**config.mk**
```make
export PLATFORM = sky130hd
export DESIGN_NAME = cache_port_arbiter
export DESIGN_NICKNAME = d
export VERILOG_FILES = /design/src/rtl/cache_port_arbiter.sv
export SDC_FILE = /design/constraint.sdc
export NUM_CORES = 1
export LEC_CHECK = 0
export CAP_MARGIN = 10
export CORE_AREA = 2 2 130 132
export DETAILED_ROUTE_END_ITERATION = 8
export DIE_AREA = 0 0 132 134
export SYNTH_ARGS = -nofsm -noshare
export SYNTH_HDL_FRONTEND = slang
export SYNTH_SLANG_ARGS = --single-unit
```
**constraint.sdc**
```tcl
create_clock -name CLK -period 2.36 [get_ports CLK]
set_input_delay 0.472 -clock CLK [delete_from_list [all_inputs] [get_ports CLK]]
set_output_delay 0.472 -clock CLK [all_outputs]
set_load 0.05 [all_outputs]
```
**src/rtl/cache_port_arbiter.sv**
```systemverilog
// cache_port_arbiter: shares one cache put/get port between two requesters.
// Puts are arbitrated round-robin. The requester ID of every accepted put is
// pushed into an in-order tag FIFO. Each get response is steered to the
// requester whose tag sits at the FIFO head.
// Optional build macro CACHE_ARB_STRICT_PRIO_EN: when both requesters are
// valid, requester 0 always wins and requester 1 can starve (debug use only).
module cache_port_arbiter #(
  parameter int REQ_W           = 70,
  parameter int RESP_W          = 52,
  parameter int MAX_OUTSTANDING = 4,
  parameter int CNT_W           = 3
) (
  input  logic              CLK,
  input  logic              RST_N,
  input  logic              req0_valid,
  input  logic [REQ_W-1:0]  req0_data,
  output logic              req0_ready,
  input  logic              req1_valid,
  input  logic [REQ_W-1:0]  req1_data,
  output logic              req1_ready,
  output logic              resp0_valid,
  input  logic              resp0_ready,
  output logic              resp1_valid,
  input  logic              resp1_ready,
  output logic [RESP_W-1:0] resp_data,
  output logic              cache_put_valid,
  input  logic              cache_put_ready,
  output logic [REQ_W-1:0]  cache_put_request,
  input  logic              cache_get_ready,
  output logic              cache_get_valid,
  input  logic [RESP_W-1:0] cache_get_response,
  output logic [CNT_W-1:0]  outstanding,
  output logic              err_spurious
);

  localparam int PTR_W = (MAX_OUTSTANDING > 1) ? $clog2(MAX_OUTSTANDING) : 1;

  // Architectural state
  logic             last_grant_q, last_grant_d;
  logic [PTR_W-1:0] wr_ptr_q, wr_ptr_d;
  logic [PTR_W-1:0] rd_ptr_q, rd_ptr_d;
  logic [CNT_W-1:0] count_q, count_d;
  logic             tag_q [MAX_OUTSTANDING];
  logic             tag_d [MAX_OUTSTANDING];
  logic             err_spurious_q, err_spurious_d;

  // Combinational helpers
  logic grant_s;
  logic full_s;
  logic empty_s;
  logic head_s;
  logic head_ready_s;
  logic put_valid_s;
  logic put_fire_s;
  logic get_valid_s;

  // Pick the winner among the valid requesters; depends only on last_grant,
  // so the choice holds steady while the cache stalls the put channel.
  always_comb begin
    grant_s = 1'b0;
    if (req0_valid && req1_valid) begin
`ifdef CACHE_ARB_STRICT_PRIO_EN
      grant_s = 1'b0;
`else
      grant_s = ~last_grant_q;
`endif
    end else if (req1_valid) begin
      grant_s = 1'b1;
    end else begin
      grant_s = 1'b0;
    end
  end

  // FIFO status, head tag and channel handshakes. Every valid/ready output is
  // forced low while reset is asserted, even before the state is known.
  always_comb begin
    full_s       = (count_q == CNT_W'(MAX_OUTSTANDING));
    empty_s      = (count_q == {CNT_W{1'b0}});
    head_s       = tag_q[rd_ptr_q];
    head_ready_s = head_s ? resp1_ready : resp0_ready;
    put_valid_s  = RST_N & (req0_valid | req1_valid) & ~full_s;
    put_fire_s   = put_valid_s & cache_put_ready;
    get_valid_s  = RST_N & cache_get_ready & ~empty_s & head_ready_s;
  end

  // Drive the port-facing outputs from the handshake terms above.
  always_comb begin
    cache_put_valid   = put_valid_s;
    cache_put_request = grant_s ? req1_data : req0_data;
    req0_ready        = put_fire_s & ~grant_s;
    req1_ready        = put_fire_s & grant_s;
    resp0_valid       = RST_N & cache_get_ready & ~empty_s & ~head_s;
    resp1_valid       = RST_N & cache_get_ready & ~empty_s & head_s;
    resp_data         = cache_get_response;
    cache_get_valid   = get_valid_s;
    outstanding       = count_q;
    err_spurious      = err_spurious_q;
  end

  // Next-state computation for the grant history, tag FIFO and error flag.
  always_comb begin
    last_grant_d   = last_grant_q;
    wr_ptr_d       = wr_ptr_q;
    rd_ptr_d       = rd_ptr_q;
    count_d        = count_q;
    err_spurious_d = err_spurious_q | (cache_get_ready & empty_s);
    for (int i = 0; i < MAX_OUTSTANDING; i++) begin
      tag_d[i] = tag_q[i];
    end
    if (put_fire_s) begin
      tag_d[wr_ptr_q] = grant_s;
      wr_ptr_d        = wr_ptr_q + PTR_W'(1'b1);
      last_grant_d    = grant_s;
    end else begin
      wr_ptr_d        = wr_ptr_q;
    end
    if (get_valid_s) begin
      rd_ptr_d = rd_ptr_q + PTR_W'(1'b1);
    end else begin
      rd_ptr_d = rd_ptr_q;
    end
    // A simultaneous put and get leaves the occupancy unchanged.
    case ({put_fire_s, get_valid_s})
      2'b10:   count_d = count_q + CNT_W'(1'b1);
      2'b01:   count_d = count_q - CNT_W'(1'b1);
      default: count_d = count_q;
    endcase
  end

  // State registers with synchronous active-low reset; in-flight tags are dropped.
  always_ff @(posedge CLK) begin
    if (!RST_N) begin
      last_grant_q   <= 1'b1;
      wr_ptr_q       <= {PTR_W{1'b0}};
      rd_ptr_q       <= {PTR_W{1'b0}};
      count_q        <= {CNT_W{1'b0}};
      err_spurious_q <= 1'b0;
      for (int i = 0; i < MAX_OUTSTANDING; i++) begin
        tag_q[i] <= 1'b0;
      end
    end else begin
      last_grant_q   <= last_grant_d;
      wr_ptr_q       <= wr_ptr_d;
      rd_ptr_q       <= rd_ptr_d;
      count_q        <= count_d;
      err_spurious_q <= err_spurious_d;
      for (int i = 0; i < MAX_OUTSTANDING; i++) begin
        tag_q[i] <= tag_d[i];
      end
    end
  end

endmodule

```
# After elaboration in Yosys (flattened, before gate mapping)
# Memories as Yosys holds them, arrays and structs flattened. A register that Yosys moved wholly into a read port is not among the register bits.
# Cells that the tools add are included.
[op_classes]
addsub = 4
multipliers = 0
div = 0
order_cmp = 2
eq_ne = 3
n_shift = 0
n_mux = 17
bitwise_logic = 23
reduce_logical = 4
[ops]
columns = ["cell", "n"]
rows = [
  ["two-way mux 70 bit", 1],
  ["AND 1 bit", 11],
  ["two-way mux 1 bit", 10],
  ["bitwise OR 1 bit", 6],
  ["one-hot mux 3 bit (2 select lines)", 1],
  ["inverter 1 bit", 5],
  ["adder 2 x 1 -> 2 bit (second input constant)", 2],
  ["bitwise mux 4 bit", 1],
  ["two-way mux 2 bit", 2],
  ["two-way mux 4 bit", 1],
  ["adder 3 x 1 -> 3 bit (second input constant)", 1],
  ["== test 3 bit (second input constant)", 1],
  [">= comparator 3 bit (second input constant)", 1],
  ["zero test 3 bit", 1],
  ["less-than comparator 3 x 1 -> 1 bit (second input constant)", 1],
  ["inverter 2 -> 3 bit", 1],
  ["subtractor 3 x 1 -> 3 bit (second input constant)", 1],
  ["demux 1 bit (select 2 bit)", 1],
  ["== test 2 x 1 -> 1 bit (second input constant)", 1],
  ["== test 2 bit (second input constant)", 1],
  ["logical AND 1 bit", 2],
  ["nonzero test 2 bit", 1],
]
[totals]
register_bits = 9
latchBits = 0
mem_bits_rw = 4
mem_bits_ro = 0
output_inout_bits = 132
elab_cells = 59
memories = 1
[memory_table]
columns = ["memory", "words", "word_bits", "read_ports", "rd_clocked_by_memory_dff", "write_ports", "line_no", "text"]
rows = [
  ["tag_q", 4, 1, 5, 1, 4, "43", "logic tag_q [MAX_OUTSTANDING];"],
]

# Logic depth before layout (Yosys ltp)
# Gate-level depths: netlist (run 1).
[depth]
ltp_word = 8
depth_mapped = 9
mapped_depth_nobuf = 9

# Least setup slack after synthesis (run 1)
# No wires, ideal clock.
[synth_path]
path_kind = "register to register"
from = "reg count_q[1] (netlist: outstanding[1])"
to = "reg count_q[2] (netlist: outstanding[2])"
setup_ps = 70
arrival_ps = 3170
path_slack_ps = -880
stages_incl_launch_ff = 10
n_path_buf = 0
period_less_slack_ps = 3240
cell_sequence = "dfxtp_1 > nor3_1 > nand3b_1 > nor2_1 > ha_1 > inv_1 > fa_1 > xor2_1 > or3_1 > a21boi_1"
[synth_via]
elab_chain_cells = 6
elab_cells_between_ends = 14
classes_between = "2 x add/sub; 3 x eq/ne; 1 x mux; 6 x bitwise; 2 x reduce/logical"
[synth_lines]
columns = ["element", "line_no", "text"]
rows = [
  ["start: declaration", "42", "logic [CNT_W-1:0] count_q, count_d;"],
  ["start signal: assignment", "136", "count_q <= {CNT_W{1'b0}};"],
  ["start signal: assignment", "145", "count_q <= count_d;"],
  ["zero test 3 bit *", "78", "empty_s = (count_q == {CNT_W{1'b0}});"],
  ["inverter 1 bit *", "83", "get_valid_s = RST_N & cache_get_ready & ~empty_s & head_ready_s;"],
  ["AND 1 bit * (2 in series)", "83", ""],
  ["named net cache_get_valid", "30", "output logic cache_get_valid,"],
  ["== test 2 x 1 -> 1 bit or == test 2 bit (tied branches)", "123", "case ({put_fire_s, get_valid_s})"],
  ["one-hot mux 3 bit (2 select lines) or nonzero test 2 bit (tied branches)", "n/a", ""],
]
# The timed path passes the listed nets; every way through them passes the cells marked *.
# A chain may end at the register's enable or synchronous reset.

==> results of run 1 <==
area by class of cell:
class / instances / area (um^2) / area share
Antenna cell: 1 / 2.50 / 0.000561
Clock buffer: 3 / 75.1 / 0.0168
Clock inverter: 1 / 5.00 / 0.00112
Inverter: 8 / 30.0 / 0.00673
Multi-Input combinational cell: 130 / 1280 / 0.286
Sequential cell: 15 / 335 / 0.0752
Tap cell: 220 / 275 / 0.0617
Timing Repair Buffer: 247 / 2460 / 0.551
kinds of logic (layout without fill, tap and decap cells):
family / Yosys count / after routing / share of synthesized area
and+or+nand+nor: 31 / 31 / 0.0724
muxes: 75 / 75 / 0.428
xor gates and xnor gates: 3 / 3 / 0.0132
buffers and inverters: 69 / 259 / 0.233
other: 0 / 1 / 0
adders and majority gates: 6 / 6 / 0.0415
DFF: 15 / 15 / 0.166
AOI/OAI and AO/OA: 15 / 15 / 0.0459
what timing repair did:
action / CTS / global route
setup buffers: 3 / 1
gates cloned: 1 / 0
setup endpoints to repair: 73 / 3
gates resized for setup: 44 / 1
pin swaps: 3 / 1
routing by layer:
metal  share of wire  up-vias
met4          0.0054        0
met2            0.49      128
met3            0.15        6
met1            0.36     1062
met5               0        -
li1                -     1064
layout by cell type (no fill, tap or decap), types with 5 or more instances in the layout:
master / count
clkdlybuf4s50_1: 147
buf_4: 63
mux2_1: 55
buf_6: 22
mux2_4: 10
buf_12: 10
nand2_1: 8
dfxtp_1: 8
nor2_1: 7
o21ai_1: 6
inv_1: 5
mux2_2: 5
power by group through the flow:
stage	clock network [W]	logic, W	registers [W]
detailed placement	0	0.00111	0.000291
global placement	0	0.00111	0.000291
floorplan	0	0.000804	0.000305
finish	0.000323	0.00117	0.000286
CTS	0.000327	0.00118	0.000287
global route	0.000345	0.00122	0.000288
worst paths after layout:
| path | startpoint | endpoint | slack, ps | cells past startpoint |
|---|---|---|---|---|
| hold reg to reg | rd_ptr_q[1] | flip-flop | 460 | 1 |
| hold / removal | rd_ptr_q[1] | flip-flop | 460 | 1 |
| setup reg to reg | tag_q[2] | outstanding[2] | -40 | 9 |
| setup / recovery | tag_q[2] | outstanding[2] | -40 | 9 |
stage by stage:
stage	cells	util	area [um^2]	TNS (ps)	hold WS (ps)
final	625	0.274	4460	-39.6	457
after global routing	625	0.274	4460	-180	483
after CTS	623	0.273	4450	-43.4	460
after detailed placement	616	0.258	4200	-6470	452
after global placement	616	0.258	4200	-5410	442
after floorplan	214	-	2020	-268	430
==> results.cfg, run 1 <==
[pwr]
swShare = 0.417
power_density_mw_per_mm2 = 398
pwr-share-seq = 0.161
p_sw_w = 0.000741
p_leak_nw = 1.81
ir_drop_v = 0.000202
p_int_w = 0.00104
total_power_w = 0.00178
comb_power_share = 0.657
p_clk_frac = 0.182

[critical_path]
startpoint_type = flip-flop
critPathBufInv = 1
worst_path_largest_cell_delay_ps = 510
criticalPathCategory = flip-flop to flip-flop
crit_arrival_ps = 2560
critical_path.max_fanout = 3
slowest_stage = mux4_2
cp-end-kind = flip-flop
crit_chain = mux4_2, mux2i_2, nor2_4, ha_4, inv_2, fa_2, xor2_1, or3_1, a21boi_1
cp.required_ps = 2520
path_delay_family = multiplexers

[cells_and_area]
fillCellCount = 1739
nets = 611
drive_gt1_frac = 0.317
area_growth_pct = 124

[synthesis]
synth_common_cells = mux2_1 (70), buf_4 (52), dfxtp_1 (12)
synth.most_common_cell = mux2_1
syn-num-nets = 420
netlist-cell-type-count = 30
netlist_instances = 214
avgSynthCellArea_um2 = 9.29
synthTopCellsByArea = mux2_1 (40%), buf_4 (20%), dfxtp_1 (12%)
synth_top_area_frac = 0.396
ys_ff_latch = 15
synth_ff_type = dfxtp_1
ys_seq_area_frac = 0.166
synth_edf_count = 3
synthArstFlopShare = 0
yosysTopAreaCell = mux2_1
ys_warn_count = 0
synth_area_mm2 = 0.00199

[global_routing]
grt.total_usage = 0.138
grt_pass1_wl_mm = 17.7
use_met2 = 0.242
grt-busiest-layer = met2
antenna_found_initial = 1
use_met3 = 0.0869
grt_pass1_vias = 2416
grtUsageMet1 = 0.145
grt_max_degree = 25
gr-total-overflow = 0

[floorplan]
die_h_um = 134
initial_utilization = 0.122
rows = 47
chipWidth_um = 132
die_area_mm2 = 0.0177
coreArea_mm2 = 0.0163
ios = 332

[place]
dp_slack_ps = -207
port_buffers = 227
hpwl_mm = 11.6
gp_congestion = 0.827

[detailed_routing]
drc_errors = 0
ant_nets = 0
routed_wl_mm = 12.9
via_per_inst = 3.62
vias = 2260
wl_per_cell_um = 20.6
drt_iter0_drc = 45
dr.pass1.iters = 4

[clocking]
cts_made_buffers = 3
clock_latency_ps = 240
clk_pin_slew_ps = 50
cts_buffer_depth = 2
htreeDepth = 1
holdBufCountCts = 0
tritoncts = yes
root_buffer = clkbuf_16
cts.sinks = 15

[sta]
layout_min_cycle_time_ps = 2400
skew_ps = 5.43
finalCritPeriodShare = 1.02
slew_headroom = 0.663
rsz0062_at_grt = true
slew_violations = 0
hold_violations = 0
finalSetupViolCount = 1
max_slew.worst_pin.slew_ps = 504
setup_slack_ps = -39.6
fmax_mhz = 417

[worst_hold_path]
worstHoldPathType = flip-flop to flip-flop

[status]
violations = setup timing
status = finished with violations

[flow_run]
drv_cap = 0
Note: power is estimated with default switching activity, not from simulation.
==> run 2, diff against run 1 <==
SETUP_SLACK_MARGIN = 0.05   (was default)
==> run 2 against run 1 <==
The flow still finishes with violations (setup timing). Global-route usage grew 0.088 points. Power up 0.94%. Clock-buffer cell count unchanged. Critical path depth unchanged. Combinational power hardly changed. Clock skew barely moved. Cell count rose by 0.64%. Clock power is essentially flat.
==> results.cfg, run 2 (synthesis results as in run 1) <==
[detailed_routing]
wl_per_cell_um = 20.6
dr.pass1.iters = 4
drc_errors = 0
ant_nets = 0
vias = 2271
routed_wl_mm = 13.0
drt_iter0_drc = 43
via_per_inst = 3.61

[pwr]
pwr-share-seq = 0.160
p_sw_w = 0.000742
swShare = 0.414
total_power_w = 0.00179
ir_drop_v = 0.000204
p_clk_frac = 0.180
comb_power_share = 0.660
p_int_w = 0.00105
p_leak_nw = 1.83
power_density_mw_per_mm2 = 396

[critical_path]
crit_arrival_ps = 2540
startpoint_type = flip-flop
crit_chain = mux4_2, mux2i_2, nor2_4, ha_4, inv_2, fa_2, xor2_1, or3_1, a21boi_1
slowest_stage = mux4_2
worst_path_largest_cell_delay_ps = 510
cp.required_ps = 2520
critical_path.max_fanout = 3
criticalPathCategory = flip-flop to flip-flop
cp-end-kind = flip-flop

[sta]
rsz0062_at_grt = true
max_slew.worst_pin.slew_ps = 504
hold_violations = 0
totalNegativeSetupSlack_ps = -24.1
fmax_mhz = 419
finalSetupViolCount = 1
slew_headroom = 0.663
setup_slack_ps = -24.1
skew_ps = 5.51
slew_violations = 0
finalCritPeriodShare = 1.01
layout_min_cycle_time_ps = 2380

[status]
status = finished with violations
violations = setup timing

[global_routing]
gr-total-overflow = 0
antenna_found_initial = 1
grt_pass1_vias = 2443
grt_pass1_wl_mm = 17.8
grt.total_usage = 0.139
grt_max_degree = 25

[cells_and_area]
multi_input_area_mm2 = 0.00127
fillCellCount = 1728
final_common_cell = clkdlybuf4s50_1
nets = 615
fin_util = 0.278
ff_latch_area_um2 = 335
area_growth_pct = 128
drive_gt1_frac = 0.324
layout_common_cells = clkdlybuf4s50_1 (147), buf_4 (66), mux2_1 (56), buf_6 (19), buf_12 (12)
final_cells = 629

[clocking]
root_buffer = clkbuf_16
cts_buffer_depth = 2
clk_pin_slew_ps = 50
holdBufCountCts = 0
tritoncts = yes
cts_made_buffers = 3
clock_latency_ps = 240
cts.sinks = 15
htreeDepth = 1

[worst_hold_path]
worstHoldPathType = flip-flop to flip-flop

[place]
dp_cells = 616
hpwl_mm = 11.6
port_buffers = 227
gp_congestion = 0.827

[floorplan]
chipWidth_um = 132
coreArea_mm2 = 0.0163
initial_utilization = 0.122
rows = 47
die_area_mm2 = 0.0177
die_h_um = 134
ios = 332

[flow_run]
drv_cap = 0
[run 2: critical path, delay by kind of cell (launching register included)]
kind                       cells  cell delay [ps]
adders and majority gates      2              480
and+or+nand+nor                2              440
muxes                          2              720
AOI/OAI and AO/OA              1              140
xor gates and xnor gates       1              150
buffers and inverters          1               30
DFF                            1              350
[run 2: final timing paths]
check              start        endpoint  slack [ps]  cells after the start
max             tag_q[2]  outstanding[2]         -20                      9
min          rd_ptr_q[1]       flip-flop         460                      1
max reg2reg     tag_q[2]  outstanding[2]         -20                      9
min reg2reg  rd_ptr_q[1]       flip-flop         460                      1
[run 2: timing repair]
| action | in CTS | in global routing |
|---|---|---|
| endpoints found under the setup margin | 73 | 8 |
| setup buffers | 4 | 2 |
| gates cloned | 2 | 0 |
| gates resized for setup | 42 | 2 |
| pin swaps | 4 | 1 |
[run 2: cell type report]
type / count / area share
Timing Repair Buffer: 251 / 0.559
Multi-Input combinational cell: 130 / 0.281
Sequential cell: 15 / 0.0741
Tap cell: 220 / 0.0608
Clock buffer: 3 / 0.0166
Inverter: 8 / 0.00663
Clock inverter: 1 / 0.00111
Antenna cell: 1 / 0.000553
[run 2: through the flow]
stage / setup WS, ps / area, um^2 / hold slack (ps)
2_1_floorplan: -203 / 2020 / 430
3_3_place_gp: -193 / 4200 / 442
3_5_place_dp: -207 / 4200 / 452
4_1_cts: -43.4 / 4490 / 460
5_1_grt: -180 / 4530 / 483
6_report: -24.1 / 4530 / 457
[run 2: power by group through the flow]
stage	clock network (W)	registers [W]	logic (W)
2_1_floorplan	0	0.000305	0.000804
3_3_place_gp	0	0.000291	0.00111
3_5_place_dp	0	0.000291	0.00111
4_1_cts	0.000327	0.000287	0.00119
5_1_grt	0.000345	0.000288	0.00124
6_report	0.000323	0.000286	0.00118
[run 2: per-layer routing]
layer / global-route usage / share of wire / vias to the layer above
li1: - / - / 1072
met1: 0.146 / 0.36 / 1065
met2: 0.243 / 0.48 / 128
met3: 0.0869 / 0.15 / 6
met4: 0.0139 / 0.0055 / 0
met5: 0 / 0 / -
==> run 3, diff against run 2 <==
PLACE_DENSITY = 0.6   (was default)
==> results of run 3 <==
The final DEF is identical to that of run 2; final timing and power are the same.
